File: src/rtl/fetch_pkg.sv
// fetch_pkg: shared types and helpers for the fetch parcel sequencer
package fetch_pkg;
  typedef enum logic [1:0] {SKIP, FETCH, FETCH_HI, OUT} fseq_state_e;
  localparam int LINE_BYTES_DEF = 16;
  function automatic logic is_compressed(input logic [1:0] lo);
    return lo != 2'b11;
  endfunction
endpackage

File: src/rtl/fetch_parcel_sequencer.sv
// fetch_parcel_sequencer: drives the adapter read port and hands whole RV32IC instructions to decode
module fetch_parcel_sequencer
  import fetch_pkg::*;
#(
  parameter logic [31:0] BOOT_PC    = 32'h0000_0000,
  parameter int          LINE_BYTES = LINE_BYTES_DEF
) (
  input  logic        clk_i,
  input  logic        rstn_i,
  input  logic        adp_empty_i,
  input  logic [31:0] adp_rdata_i,
  output logic        adp_re_o,
  output logic        adp_rsize_o,
  output logic        fetch_flush_o,
  input  logic        redirect_i,
  input  logic [31:0] redirect_pc_i,
  output logic [31:0] instr_o,
  output logic [31:0] instr_pc_o,
  output logic        instr_compressed_o,
  output logic        instr_valid_o,
  input  logic        instr_ready_i
);
  localparam int OW = $clog2(LINE_BYTES);
  localparam logic [OW-1:0] LAST = OW'(LINE_BYTES - 2);
  fseq_state_e   state_q;
  logic [31:0]   pc_q, instr_q;
  logic [OW-1:0] offset_q;
  logic [OW-2:0] skip_q;
  logic          comp_q, comp, split, accept, fetch_go;
  assign comp     = is_compressed(adp_rdata_i[1:0]);
  assign split    = !comp && offset_q == LAST;
  assign accept   = state_q == OUT && instr_ready_i;
  assign fetch_go = !adp_empty_i && (state_q == FETCH || accept);
  assign adp_re_o = !redirect_i && !adp_empty_i &&
                    (state_q == SKIP ? skip_q != '0 : state_q == OUT ? instr_ready_i : 1'b1);
  // a 32-bit parcel at the last halfword of a line is read as two halves
  assign adp_rsize_o        = (state_q == FETCH || state_q == OUT) && !comp && !split;
  assign fetch_flush_o      = redirect_i;
  assign instr_o            = instr_q;
  assign instr_pc_o         = pc_q;
  assign instr_compressed_o = comp_q;
  assign instr_valid_o      = state_q == OUT;
  always_ff @(posedge clk_i) begin
    if (!rstn_i) begin
      state_q  <= SKIP;
      pc_q     <= BOOT_PC & ~32'h1;
      offset_q <= '0;
      skip_q   <= BOOT_PC[OW-1:1];
      instr_q  <= '0;
      comp_q   <= 1'b0;
    end else if (redirect_i) begin
      state_q  <= SKIP;
      pc_q     <= redirect_pc_i & ~32'h1;
      offset_q <= '0;
      skip_q   <= redirect_pc_i[OW-1:1];
    end else begin
      if (adp_re_o) offset_q <= offset_q + (adp_rsize_o ? OW'(4) : OW'(2));
      if (accept) pc_q <= pc_q + (comp_q ? 32'd2 : 32'd4);
      case (state_q)
        SKIP: begin
          if (skip_q == '0) state_q <= FETCH;
          else if (!adp_empty_i) skip_q <= skip_q - 1'b1;
        end
        FETCH, OUT: begin
          if (fetch_go) begin
            instr_q <= {(comp || split) ? 16'h0 : adp_rdata_i[31:16], adp_rdata_i[15:0]};
            comp_q  <= comp;
            state_q <= split ? FETCH_HI : OUT;
          end else if (accept) begin
            state_q <= FETCH;
          end
        end
        FETCH_HI: begin
          if (!adp_empty_i) begin
            instr_q[31:16] <= adp_rdata_i[15:0];
            state_q        <= OUT;
          end
        end
      endcase
    end
  end
endmodule

File: config.mk
export PLATFORM = sky130hd
export DESIGN_NAME = fetch_parcel_sequencer
export DESIGN_NICKNAME = d
export VERILOG_FILES = /design/src/rtl/fetch_pkg.sv /design/src/rtl/fetch_parcel_sequencer.sv
export SDC_FILE = /design/constraint.sdc
export NUM_CORES = 1
export LEC_CHECK = 0
export CAP_MARGIN = 20
export CORE_MARGIN = 2
export CORE_UTILIZATION = 46
export CTS_BUF_LIST = sky130_fd_sc_hd__clkbuf_4
export DETAILED_ROUTE_END_ITERATION = 6
export HOLD_SLACK_MARGIN = 0.15
export PLACE_DENSITY = 0.82
export SLEW_MARGIN = 20
export SYNTH_ARGS = -nofsm -noshare
export SYNTH_HDL_FRONTEND = slang
export SYNTH_SLANG_ARGS = --single-unit
File: constraint.sdc
create_clock -name clk_i -period 2.6 [get_ports clk_i]
set_input_delay 0.65 -clock clk_i [delete_from_list [all_inputs] [get_ports clk_i]]
set_output_delay 0.65 -clock clk_i [all_outputs]
set_load 0.02 [all_outputs]
; Word-level counts from Yosys, hierarchy flattened
; Index checks and enable logic that the tools add are counted.
[op_classes]
addsub = 3
eq_ne = 11
muxes = 20
n_bitwise = 2
n_reduce_logical = 26
[ops]
columns = operator, count
row1 = $mux 32, 3
row2 = $add 32x3->32, 1
row3 = $mux 16, 2
row4 = $pmux 16 s2, 1
row5 = $mux 3, 6
row6 = $reduce_and 3->1, 3
row7 = $mux 2, 4
row8 = $ne 2x2->1 const B, 4
row9 = $logic_and 1x1->1, 7
row10 = $pmux 2 s3, 1
row11 = $reduce_bool 2->1, 3
row12 = $add 4x3->4, 1
row13 = $eq 2x2->1 const B, 2
row14 = $eq 4x4->1 const B, 1
row15 = $logic_not 1->1, 4
row16 = $ne 2x1->1 const B, 2
row17 = $reduce_and 4->1, 1
row18 = $reduce_or 2->1, 2
row19 = $logic_not 3->1, 1
row20 = $logic_or 1x1->1, 3
row21 = $mux 1, 3
row22 = $ne 3x3->1 const B, 1
row23 = $reduce_bool 3->1, 1
row24 = $sub 3x1->3 const B, 1
row25 = 3 further kinds, 4
[totals]
ff_bits = 74
inputBits = 69
out_inout_bits = 69
elab_cells = 70

; Depth between registers and ports, before layout
; Gate-level depths: netlist of run 1.
[logic_depth]
ltp_word = 7
ltp_mapped = 8
depth_no_buf = 8

; Worst setup path before layout of run 1
; OpenSTA, ideal clock, no wires.
[synth_timing]
path_kind = register -> register
from = register comp_q, in the netlist instr_compressed_o
to = register pc_q[25], in the netlist instr_pc_o[25]
setup_ns = 0.074
arrival_time_ns = 2.316
t_required_ns = 2.526
path_slack_ns = 0.210
stages_incl_launch_ff = 9
path_buffers = 1
period_less_slack_ns = 2.390
cell_sequence = dfxtp_1 ha_1 inv_1 fa_1 and4b_1 buf_2 nand3_1 or4_1 a31oi_1
[synth_via]
elab_chain_cells = 4
[synth_rtl]
columns = item, line
row1 = "start, declared", fetch_parcel_sequencer.sv:29  ; logic comp_q, comp, split, accept, fetch_go;
row2 = "start signal, assigned", fetch_parcel_sequencer.sv:67  ; comp_q <= comp;
row3 = $mux 3, fetch_parcel_sequencer.sv:58  ; if (accept) pc_q <= pc_q + (comp_q ? 32'd2 : 32'd4);
row4 = $add 32x3->32, fetch_parcel_sequencer.sv:58
row5 = $mux 32, fetch_parcel_sequencer.sv:58
row6 = $mux 32, fetch_parcel_sequencer.sv:51  ; end else if (redirect_i) begin
row7 = "end signal, assigned", fetch_parcel_sequencer.sv:46  ; pc_q <= BOOT_PC & ~32'h1;
row8 = "end signal, assigned", fetch_parcel_sequencer.sv:53  ; pc_q <= redirect_pc_i & ~32'h1;
row9 = "end signal, assigned", fetch_parcel_sequencer.sv:58
row10 = "end, declared", fetch_parcel_sequencer.sv:26  ; logic [31:0] pc_q, instr_q;
; No other way between the ends. The select of a mux whose other input is x is not followed.
; A chain may end at the register's enable or synchronous reset.

; Final worst setup path of run 1
[layout_timing]
from = input port instr_ready_i
to = output port adp_re_o
[layout_via]
elab_chain_cells = 3
[layout_rtl]
columns = item, line
row1 = "start, declared", fetch_parcel_sequencer.sv:21  ; input logic instr_ready_i
row2 = $mux 1 (2 in a row), fetch_parcel_sequencer.sv:35  ; (state_q == SKIP ? skip_q != '0 : state_q == OUT ? instr_ready_i : 1'b1);
row3 = $logic_and 1x1->1, fetch_parcel_sequencer.sv:34  ; assign adp_re_o = !redirect_i && !adp_empty_i &&
row4 = "end, declared", fetch_parcel_sequencer.sv:12  ; output logic adp_re_o,
; No other way between the ends.

==> results of run 1 <==
==> kinds of logic after synthesis <==
logic type | Yosys count
AND/OR/NAND/NOR | 171
AO/OA/AOI/OAI | 132
flip-flops | 72
buffers and inverters | 46
XOR/XNOR | 13
adder cells (fa/ha/maj) | 7
multiplexers | 2
other | 1
==> state kept, by name (all words and copies together), names as in the netlist <==
register / flops
state_q: 2
offset_q: 3
instr_pc_o: 31
instr_compressed_o: 1
skip_q: 3
instr_o: 32
==> critical path: stages <==
cell and delay [ns]:
clkdlybuf4s50_1 0.50, and3b_1 0.20, or3_4 0.37, inv_1 0.06, buf_4 0.13
==> how the worst min path moves through the flow <==
stage	end	slack, ns
floorplan	offset_q[2]	0.48
global placement	instr_o[15]	0.45
detailed placement	instr_o[10]	0.45
CTS	instr_o[8]	0.47
global route	instr_o[8]	0.49
finish	instr_o[8]	0.47
==> stage by stage <==
| stage | setup TNS [ns] | hold WS [ns] | cell area (um^2) |
|---|---|---|---|
| 5_1_grt | 0 | 0.4904 | 5381 |
| 2_1_floorplan | 0 | 0.4821 | 3611 |
| 3_3_place_gp | -1.606 | 0.4500 | 5174 |
| 4_1_cts | 0 | 0.4732 | 5363 |
| 3_5_place_dp | -2.269 | 0.4547 | 5176 |
| 6_report | 0 | 0.4700 | 5381 |
==> layer usage <==
| layer | wire length, um | vias up | part of all wire |
|---|---|---|---|
| met3 | 591 | 14 | 0.054 |
| met5 | 0 | - | 0 |
| met4 | 155 | 0 | 0.014 |
| met2 | 5431 | 130 | 0.50 |
| met1 | 4756 | 1803 | 0.43 |
| li1 | - | 1914 | - |
==> power by group <==
group          switching (W)  leakage [nW]  internal [W]  total (W)
Sequential         0.0000626         0.591       0.00116    0.00122
Combinational       0.000221          1.26      0.000255   0.000477
Clock               0.000430         0.101      0.000504   0.000934
==> cell usage after synthesis (all sizes together) (2+ instances only) <==
master	number
a211oi	3
a21boi	16
a21oi	15
a221oi	16
a31oi	15
and2	4
and3	5
and4	6
buf	5
clkbuf	28
dfxtp	72
fa	2
ha	5
inv	13
mux2i	2
nand2	50
nand2b	4
nand3	16
nand4	13
nor2	28
nor2b	2
nor3	7
nor3b	2
nor4	9
nor4b	3
o211a	2
o21a	3
o21ai	49
o31a	2
o31ai	9
or3	7
or4	11
xnor2	8
xor2	5
==> area by class of cell <==
cell class              instances  share of cell area
flip-flops and latches         72              0.2681
repair buffers                164              0.2925
well taps                     102             0.02372
clock buffers                  10             0.01395
inverters                      13            0.009068
clock inverters                 6             0.02162
multi-input cells             326              0.3711
==> timing repair <==
action | in CTS | in global routing
gates resized for setup | 7 | 4
setup buffers | 0 | 1
endpoints found under the hold margin | 0 | 0
setup endpoints to repair | 2 | 5
==> summary.txt, run 1 <==
GRT
  • Initial antenna violation count: 0
  • Pin count of the biggest net entering global routing: 41
  • GRT busiest layer: met2
  • Global-route wire length before repair: 17.97 mm
  • Grt total ovfl: 0
  • GRT Total Usage: 0.2601
  • Met2 usage: 0.4459
  • Vias in the first global route: 3740
  • M1 GR Usage: 0.3262
  • Met3 Track Usage GR: 0.06021

Cells and area
  • Register area: 0.001443 mm^2
  • Most frequent cells in the layout: 130 x clkdlybuf4s50_1, 71 x dfxtp_1, 50 x nand2_1
  • Core Util, Final: 0.7037
  • Number of nets in the layout: 662
  • Ant. Diodes: 0
  • Post-Layout Cell Count: 693
  • Fill cells: 632
  • Area grow syn2layout: 49.03%
  • Share of cells above drive strength 1: 0.08968
  • Leading cell type in the layout, fill and taps excluded: clkdlybuf4s50_1
  • Multi-input gate area: 0.001997 mm^2

Synth
  • Post-synth EDFFs: 0
  • Cell area after synthesis: 0.003611 mm^2
  • Area fraction in compound gates after synthesis: 0.2335
  • Synth Area in Adders: 0.02841
  • #FFs+latches synth: 72
  • Cell accounting for the most synthesized area: dfxtp_1
  • Most used DFF post-synth: dfxtp_1
  • Multiplexer area fraction after synthesis: 0.005544
  • Avg Inst Size Synth: 8.133 um^2
  • Asr flop ratio synth: 0
  • Largest family of logic cells by synthesized area: simple AND/OR/NAND/NOR gates
  • Yosys cell types: 45
  • Cells after synthesis: 444
  • Net Count, Synth: 520
  • Seq/Total Area, Yosys: 0.3992
  • Largest cells by area after synthesis: dfxtp_1 40%, o21ai_0 6.8%, nand2_1 5.2%
  • Syn. warnings: 0
  • Synth Area in Simple Gates: 0.2502
  • Post-Synth XOR/XNOR Area: 0.03153
  • Yosys top cell area share: 0.3992

Timing
  • Final period util: 0.9809
  • Post-route minimum period: 2.550 ns
  • Final WS setup: 0.04956 ns
  • Actual slew at the worst max-slew pin: 0.6865 ns
  • RSZ-0062 raised after global routing: false
  • Worst Clk Skew: 0.02655 ns
  • Max Fclk: 392.1 MHz
  • Slew Viols, Final: 0
  • Final Hold Fails: 0
  • Final setup violation count: 0
  • Relative slew slack: 0.5403

Die
  • Die Y: 92.60 um
  • # IOs: 138
  • # rows: 32
  • DIE WIDTH: 92.60 um
  • Starting Density: 0.4722
  • CORE AREA: 0.007647 mm^2
  • Die footprint: 0.008575 mm^2

Setup path
  • Worst path required time: 1.95 ns
  • Crit Path Max Fanout: 2
  • CP Launch Type: primary input
  • Worst setup path class: primary input to primary output
  • CP endpoint: adp_re_o
  • Reg2reg path depth: 8
  • WP data arrival: 1.90 ns
  • Worst setup path startpoint: instr_ready_i
  • Crit end category: primary output
  • Worst flop-to-flop path endpoint: instr_pc_o[17]
  • Reg2reg start: instr_compressed_o
  • Reg-to-reg setup timing slack: 0.21 ns

Placement
  • Cell count after placement: 676
  • Port Buf Inserts: 135
  • DP Wirelength: 7.998 mm
  • Place WS: -0.5027 ns
  • Routability Congestion: 0.9028

Clock tree
  • Clock Path Buffers: 2
  • Clk_lat worst skew: 0.44 ns
  • Worst-path clk slew: 0.13 ns
  • CTS Hold Bufs: 0
  • Htree depth: 3
  • CTS buffer count: 9
  • Clock Sink Count: 72
  • Root buffer cell: clkbuf_4
  • CTS tree: done

Power and ir drop
  • VDD IR max: 0.2766 mV
  • Design Power: 0.002630 W
  • Leak: 1.955 nW
  • Cell Pwr Density: 488.7 mW/mm^2

Detailed routing
  • Pre-Repair DR Iteration Count: 6
  • Final wirelength: 10.93 mm
  • Via count: 3861
  • Routed len/inst: 15.78 um
  • DR vias/cell: 5.571
  • DRT iter0 DRCs: 286
  • Detailed-route DRC error count: 0
  • Routed Antenna Nets: 0

Flow run
  • Max_cap viols: 0

Worst hold path
  • Worst Hold Launch: instr_o[8]
  • Hold Crit Class: flip-flop to flip-flop
  • Hold path cells: 2

Run status
  • Status: finished, final reports clean
Power figures use the tool's default switching activity.
==> run 2, diff against run 1 <==
- SKIP_CTS_REPAIR_TIMING: unset -> 1
- SLEW_MARGIN: 20 -> 25
==> summary.txt, run 2 (synthesis results as in run 1) <==
Run status
  • Status: finished, final reports clean

Clock tree
  • CTS buffer count: 9 (unchanged)
  • Worst-path clk slew: 0.13 ns (about the same)
  • Clock Path Buffers: 2 (unchanged)
  • Root buffer cell: clkbuf_4
  • CTS tree: done
  • Clk_lat worst skew: 0.44 ns (about the same)
  • Htree depth: 3 (unchanged)
  • Clock Sink Count: 72 (unchanged)

Cells and area
  • Ant. Diodes: 0 (unchanged)
  • Area grow syn2layout: 49.24%
  • Leading cell type in the layout, fill and taps excluded: clkdlybuf4s50_1
  • Max reg flops: 32 (unchanged)
  • Share of cells above drive strength 1: 0.08968 (unchanged)
  • Final Instance Area: 0.005389 mm^2 (+0.14%)
  • Register area: 0.001443 mm^2 (unchanged)
  • Core Util, Final: 0.7047 (+0.0009810)
  • Fill cells: 628 (-0.63%)
  • Multi-input gate area: 0.001997 mm^2 (unchanged)
  • Number of nets in the layout: 662 (unchanged)
  • Most frequent cells in the layout: 130 x clkdlybuf4s50_1, 71 x dfxtp_1, 50 x nand2_1

Power and ir drop
  • Leak: 1.971 nW (+0.80%)
  • Sw Pwr: 0.0007157 W (+0.30%)
  • Combinational power share: 0.181 (about the same)
  • Internal power: 0.001917 W (about the same)
  • Cell Pwr Density: 488.6 mW/mm^2 (about the same)
  • Seq pwr share: 0.463 (about the same)
  • Switch share: 0.2718 (+0.0005192)
  • Clock network fraction of total power: 0.355 (about the same)
  • Design Power: 0.002633 W (+0.11%)
  • VDD IR max: 0.2769 mV (about the same)

Die
  • DIE WIDTH: 92.60 um (unchanged)
  • # IOs: 138 (unchanged)
  • Die Y: 92.60 um (unchanged)
  • Starting Density: 0.4722 (unchanged)
  • CORE AREA: 0.007647 mm^2 (unchanged)
  • Die footprint: 0.008575 mm^2 (unchanged)
  • # rows: 32 (unchanged)

Placement
  • Routability Congestion: 0.9028 (unchanged)
  • Port Buf Inserts: 135 (unchanged)
  • DP Wirelength: 7.998 mm (unchanged)
  • Place WS: -0.5027 ns (unchanged)
  • Placed instance area: 0.005176 mm^2 (unchanged)

Timing
  • Slew Viols, Final: 0 (unchanged)
  • RSZ-0062 raised after global routing: false
  • Final Hold Fails: 0 (unchanged)
  • Final setup violation count: 0 (unchanged)
  • Relative slew slack: 0.5374 (-0.002871)
  • Setup total negative slack: 0 ns (unchanged)
  • Post-route minimum period: 2.550 ns (unchanged)
  • Actual slew at the worst max-slew pin: 0.6908 ns (+0.004288 ns)
  • Max Fclk: 392.1 MHz (unchanged)
  • Final WS setup: 0.04956 ns (unchanged)
  • Worst Clk Skew: 0.02639 ns (-0.0001512 ns)
  • Final period util: 0.9809 (unchanged)

Worst hold path
  • Hold Crit Class: flip-flop to flip-flop

Detailed routing
  • Routed Antenna Nets: 0 (unchanged)
  • DR vias/cell: 5.603 (+0.57%)
  • DRT iter0 DRCs: 286 (unchanged)
  • Pre-Repair DR Iteration Count: 5 (-1)
  • Via count: 3883 (+0.57%)
  • Routed len/inst: 15.84 um (+0.38%)
  • Detailed-route DRC error count: 0 (unchanged)
  • Final wirelength: 10.98 mm (+0.38%)

Setup path
  • WP data arrival: 1.90 ns (about the same)
  • Worst path required time: 1.95 ns (about the same)
  • Worst path cell trace: clkdlybuf4s50_1 > and3b_1 > or3_4 > inv_1 > buf_4
  • Slowest cell on crit path: clkdlybuf4s50_1
  • Worst Path Buf+Inv: 3 (unchanged)
  • CP Launch Type: primary input
  • Worst setup path class: primary input to primary output
  • Worst path max stage delay: 0.50 ns (about the same)
  • CP top delay family: buffers and inverters
  • Crit Path Max Fanout: 2 (unchanged)
  • Crit end category: primary output

GRT
  • Global-route wire length before repair: 17.97 mm (unchanged)
  • Vias in the first global route: 3740 (unchanged)
  • GRT Total Usage: 0.2601 (unchanged)
  • Pin count of the biggest net entering global routing: 41 (unchanged)
  • Grt total ovfl: 0 (unchanged)
  • Initial antenna violation count: 0 (unchanged)

Flow run
  • Max_cap viols: 0 (unchanged)
## run 2: changes by cell type in the layout (fill, tap and decap cells not counted), sizes merged
cell | previous run | this run
dlygate4sd2 | 2 | 0
dlymetal6s2s | 1 | 3
## run 2: worst paths after layout
kind	to	slack, ns	startpoint	cells past startpoint
worst min register to register	instr_o[8]	0.47	instr_o[8]	2
worst min-delay path	instr_o[8]	0.47	instr_o[8]	2
worst max register to register	instr_pc_o[17]	0.21	instr_compressed_o	8
worst max-delay path	adp_re_o	0.05	instr_ready_i	5
## run 2: cell type report
type,instances,share of cell area
Multi-Input combinational cell,326,0.3706
Inverter,13,0.009055
Tap cell,102,0.02368
Clock inverter,6,0.02159
Sequential cell,72,0.2677
Timing Repair Buffer,164,0.2935
Clock buffer,10,0.01393
## run 2: layer usage
layer | track usage | vias to the layer above | part of all wire
li1 | - | 1915 | -
met1 | 0.3262 | 1809 | 0.44
met2 | 0.4459 | 141 | 0.49
met3 | 0.06021 | 18 | 0.054
met4 | 0.07463 | 0 | 0.016
met5 | 0 | - | 0
## run 2: tightest hold or removal path: stages, from the launching register on
cell and delay (ns):
dfxtp_1 0.33, nand2_1 0.04, a21boi_0 0.06
## run 2: power by group through the flow
stage	registers, W	logic [W]	clock network (W)
2_1_floorplan	0.00128	0.000161	0
3_3_place_gp	0.00124	0.000465	0
3_5_place_dp	0.00124	0.000474	0
4_1_cts	0.00122	0.000477	0.000944
5_1_grt	0.00123	0.000517	0.000987
6_report	0.00122	0.000478	0.000936
## run 2: stage by stage
| stage | hold WS (ns) | std cells |
|---|---|---|
| after floorplan | 0.4821 | 444 |
| after global placement | 0.4500 | 676 |
| after detailed placement | 0.4547 | 676 |
| after CTS | 0.4732 | 692 |
| after global routing | 0.4904 | 693 |
| final | 0.4700 | 693 |
==> run 3, diff against run 2 <==
- ABC_CLOCK_PERIOD_IN_PS: unset -> 2600
- CAP_MARGIN: 20 -> 0
- SLEW_MARGIN: 25 -> unset
==> summary.txt, run 3 (synthesis results as in run 1) <==
Cells and area
  • Number of nets in the layout: 661 (-0.15%)
  • Area grow syn2layout: 48.82%
  • Leading cell type in the layout, fill and taps excluded: clkdlybuf4s50_1
  • Ant. Diodes: 0 (unchanged)
  • Share of cells above drive strength 1: 0.08475 (-0.004933)
  • Most frequent cells in the layout: 130 x clkdlybuf4s50_1, 71 x dfxtp_1, 50 x nand2_1
  • Fill cells: 612 (-2.5%)
  • Max reg flops: 32 (unchanged)

Timing
  • Final WS setup: 0.06079 ns (+0.01123 ns)
  • Relative slew slack: 0.1984 (-0.3390)
  • Actual slew at the worst max-slew pin: 1.200 ns (+0.5092 ns)
  • Setup total negative slack: 0 ns (unchanged)
  • Final setup violation count: 0 (unchanged)
  • Slew Viols, Final: 0 (unchanged)
  • Final period util: 0.9766 (-0.004320)
  • Worst Clk Skew: 0.02015 ns (-0.006245 ns)
  • Post-route minimum period: 2.539 ns (-0.01123 ns)
  • Max Fclk: 393.8 MHz (+0.44%)
  • RSZ-0062 raised after global routing: false
  • Final Hold Fails: 0 (unchanged)

Power and ir drop
  • Design Power: 0.002606 W (-1.0%)
  • VDD IR max: 0.3240 mV (+17%)
  • Cell Pwr Density: 484.9 mW/mm^2 (-0.76%)
  • Leak: 1.960 nW (-0.56%)

Setup path
  • Worst path max stage delay: 0.49 ns (about the same)
  • Worst path cell trace: clkdlybuf4s50_1 > and3b_1 > or3_4 > inv_1 > buf_4
  • Worst Path Buf+Inv: 3 (unchanged)
  • CP top delay family: buffers and inverters
  • Slowest cell on crit path: clkdlybuf4s50_1
  • CP Launch Type: primary input
  • Worst path required time: 1.95 ns (about the same)
  • Crit end category: primary output
  • WP data arrival: 1.89 ns (about the same)
  • Worst setup path class: primary input to primary output
  • Crit Path Max Fanout: 2 (unchanged)

Clock tree
  • Clock Sink Count: 72 (unchanged)
  • Root buffer cell: clkbuf_4
  • CTS buffer count: 9 (unchanged)
  • CTS tree: done
  • Htree depth: 3 (unchanged)
  • Clk_lat worst skew: 0.42 ns (-0.02 ns)
  • Worst-path clk slew: 0.13 ns (about the same)
  • Clock Path Buffers: 2 (unchanged)

Run status
  • Status: finished, final reports clean

Detailed routing
  • DRT iter0 DRCs: 265 (-7.3%)
  • Routed Antenna Nets: 0 (unchanged)
  • Via count: 3875 (-0.21%)
  • Pre-Repair DR Iteration Count: 5 (unchanged)
  • Detailed-route DRC error count: 0 (unchanged)
  • DR vias/cell: 5.600 (about the same)
  • Final wirelength: 10.86 mm (-1.1%)
  • Routed len/inst: 15.69 um (-0.95%)

Placement
  • Routability Congestion: 0.9028 (unchanged)
  • Place WS: -0.4995 ns (+0.003166 ns)
  • DP Wirelength: 7.984 mm (-0.17%)
  • Port Buf Inserts: 135 (unchanged)

Die
  • Die footprint: 0.008575 mm^2 (unchanged)
  • Starting Density: 0.4722 (unchanged)
  • # rows: 32 (unchanged)
  • CORE AREA: 0.007647 mm^2 (unchanged)
  • Die Y: 92.60 um (unchanged)
  • DIE WIDTH: 92.60 um (unchanged)
  • # IOs: 138 (unchanged)

GRT
  • Pin count of the biggest net entering global routing: 41 (unchanged)
  • Global-route wire length before repair: 17.82 mm (-0.85%)
  • Initial antenna violation count: 0 (unchanged)
  • GRT Total Usage: 0.2556 (-0.004440)
  • Vias in the first global route: 3718 (-0.59%)
  • Grt total ovfl: 0 (unchanged)

Flow run
  • Max_cap viols: 0 (unchanged)

Worst hold path
  • Hold Crit Class: flip-flop to flip-flop
run 3: final timing paths:
kind / start / cells past startpoint / slack, ns / to
max reg2reg: instr_compressed_o / 8 / 0.26 / instr_pc_o[17]
max: instr_ready_i / 5 / 0.06 / adp_re_o
min: instr_o[8] / 2 / 0.47 / instr_o[8]
min reg2reg: instr_o[8] / 2 / 0.47 / instr_o[8]
run 3: metrics by stage:
| step | cells | hold WS, ns | instance area [um^2] | util |
|---|---|---|---|---|
| 3_3_place_gp | 676 | 0.4500 | 5174 | 0.6765 |
| 6_report | 692 | 0.4693 | 5374 | 0.7027 |
| 3_5_place_dp | 676 | 0.4547 | 5174 | 0.6765 |
| 4_1_cts | 692 | 0.4729 | 5360 | 0.7009 |
| 2_1_floorplan | 444 | 0.4821 | 3611 | - |
| 5_1_grt | 692 | 0.4901 | 5374 | 0.7027 |
run 3: power breakdown:
group	internal, W	switching, W
Sequential	0.00116	0.0000625
Clock	0.000489	0.000422
Combinational	0.000256	0.000220
Total	0.00190	0.000704
run 3: tightest hold or removal path, stage by stage, from the launching register on:
cell and delay (ns):
dfxtp_1 0.33, nand2_1 0.04, a21boi_0 0.06
run 3: area by class of cell:
| cell class | count | area (um^2) | share of cell area |
|---|---|---|---|
| inverter | 13 | 48.80 | 0.009080 |
| timing repair buffer | 163 | 1574 | 0.2929 |
| clock inverter | 7 | 118.9 | 0.02212 |
| tap | 102 | 127.6 | 0.02375 |
| multi-input combinational | 326 | 1994 | 0.3711 |
| sequential | 72 | 1443 | 0.2685 |
| clock buffer | 9 | 67.56 | 0.01257 |
run 3: routing by layer:
| layer | part of all wire | global-route usage | up-vias | wire, um |
|---|---|---|---|---|
| met5 | 0 | 0 | - | 0 |
| met4 | 0.014 | 0.06716 | 0 | 150 |
| met3 | 0.047 | 0.05207 | 15 | 507 |
| met2 | 0.50 | 0.4416 | 113 | 5422 |
| met1 | 0.44 | 0.3248 | 1827 | 4775 |
| li1 | - | - | 1920 | - |
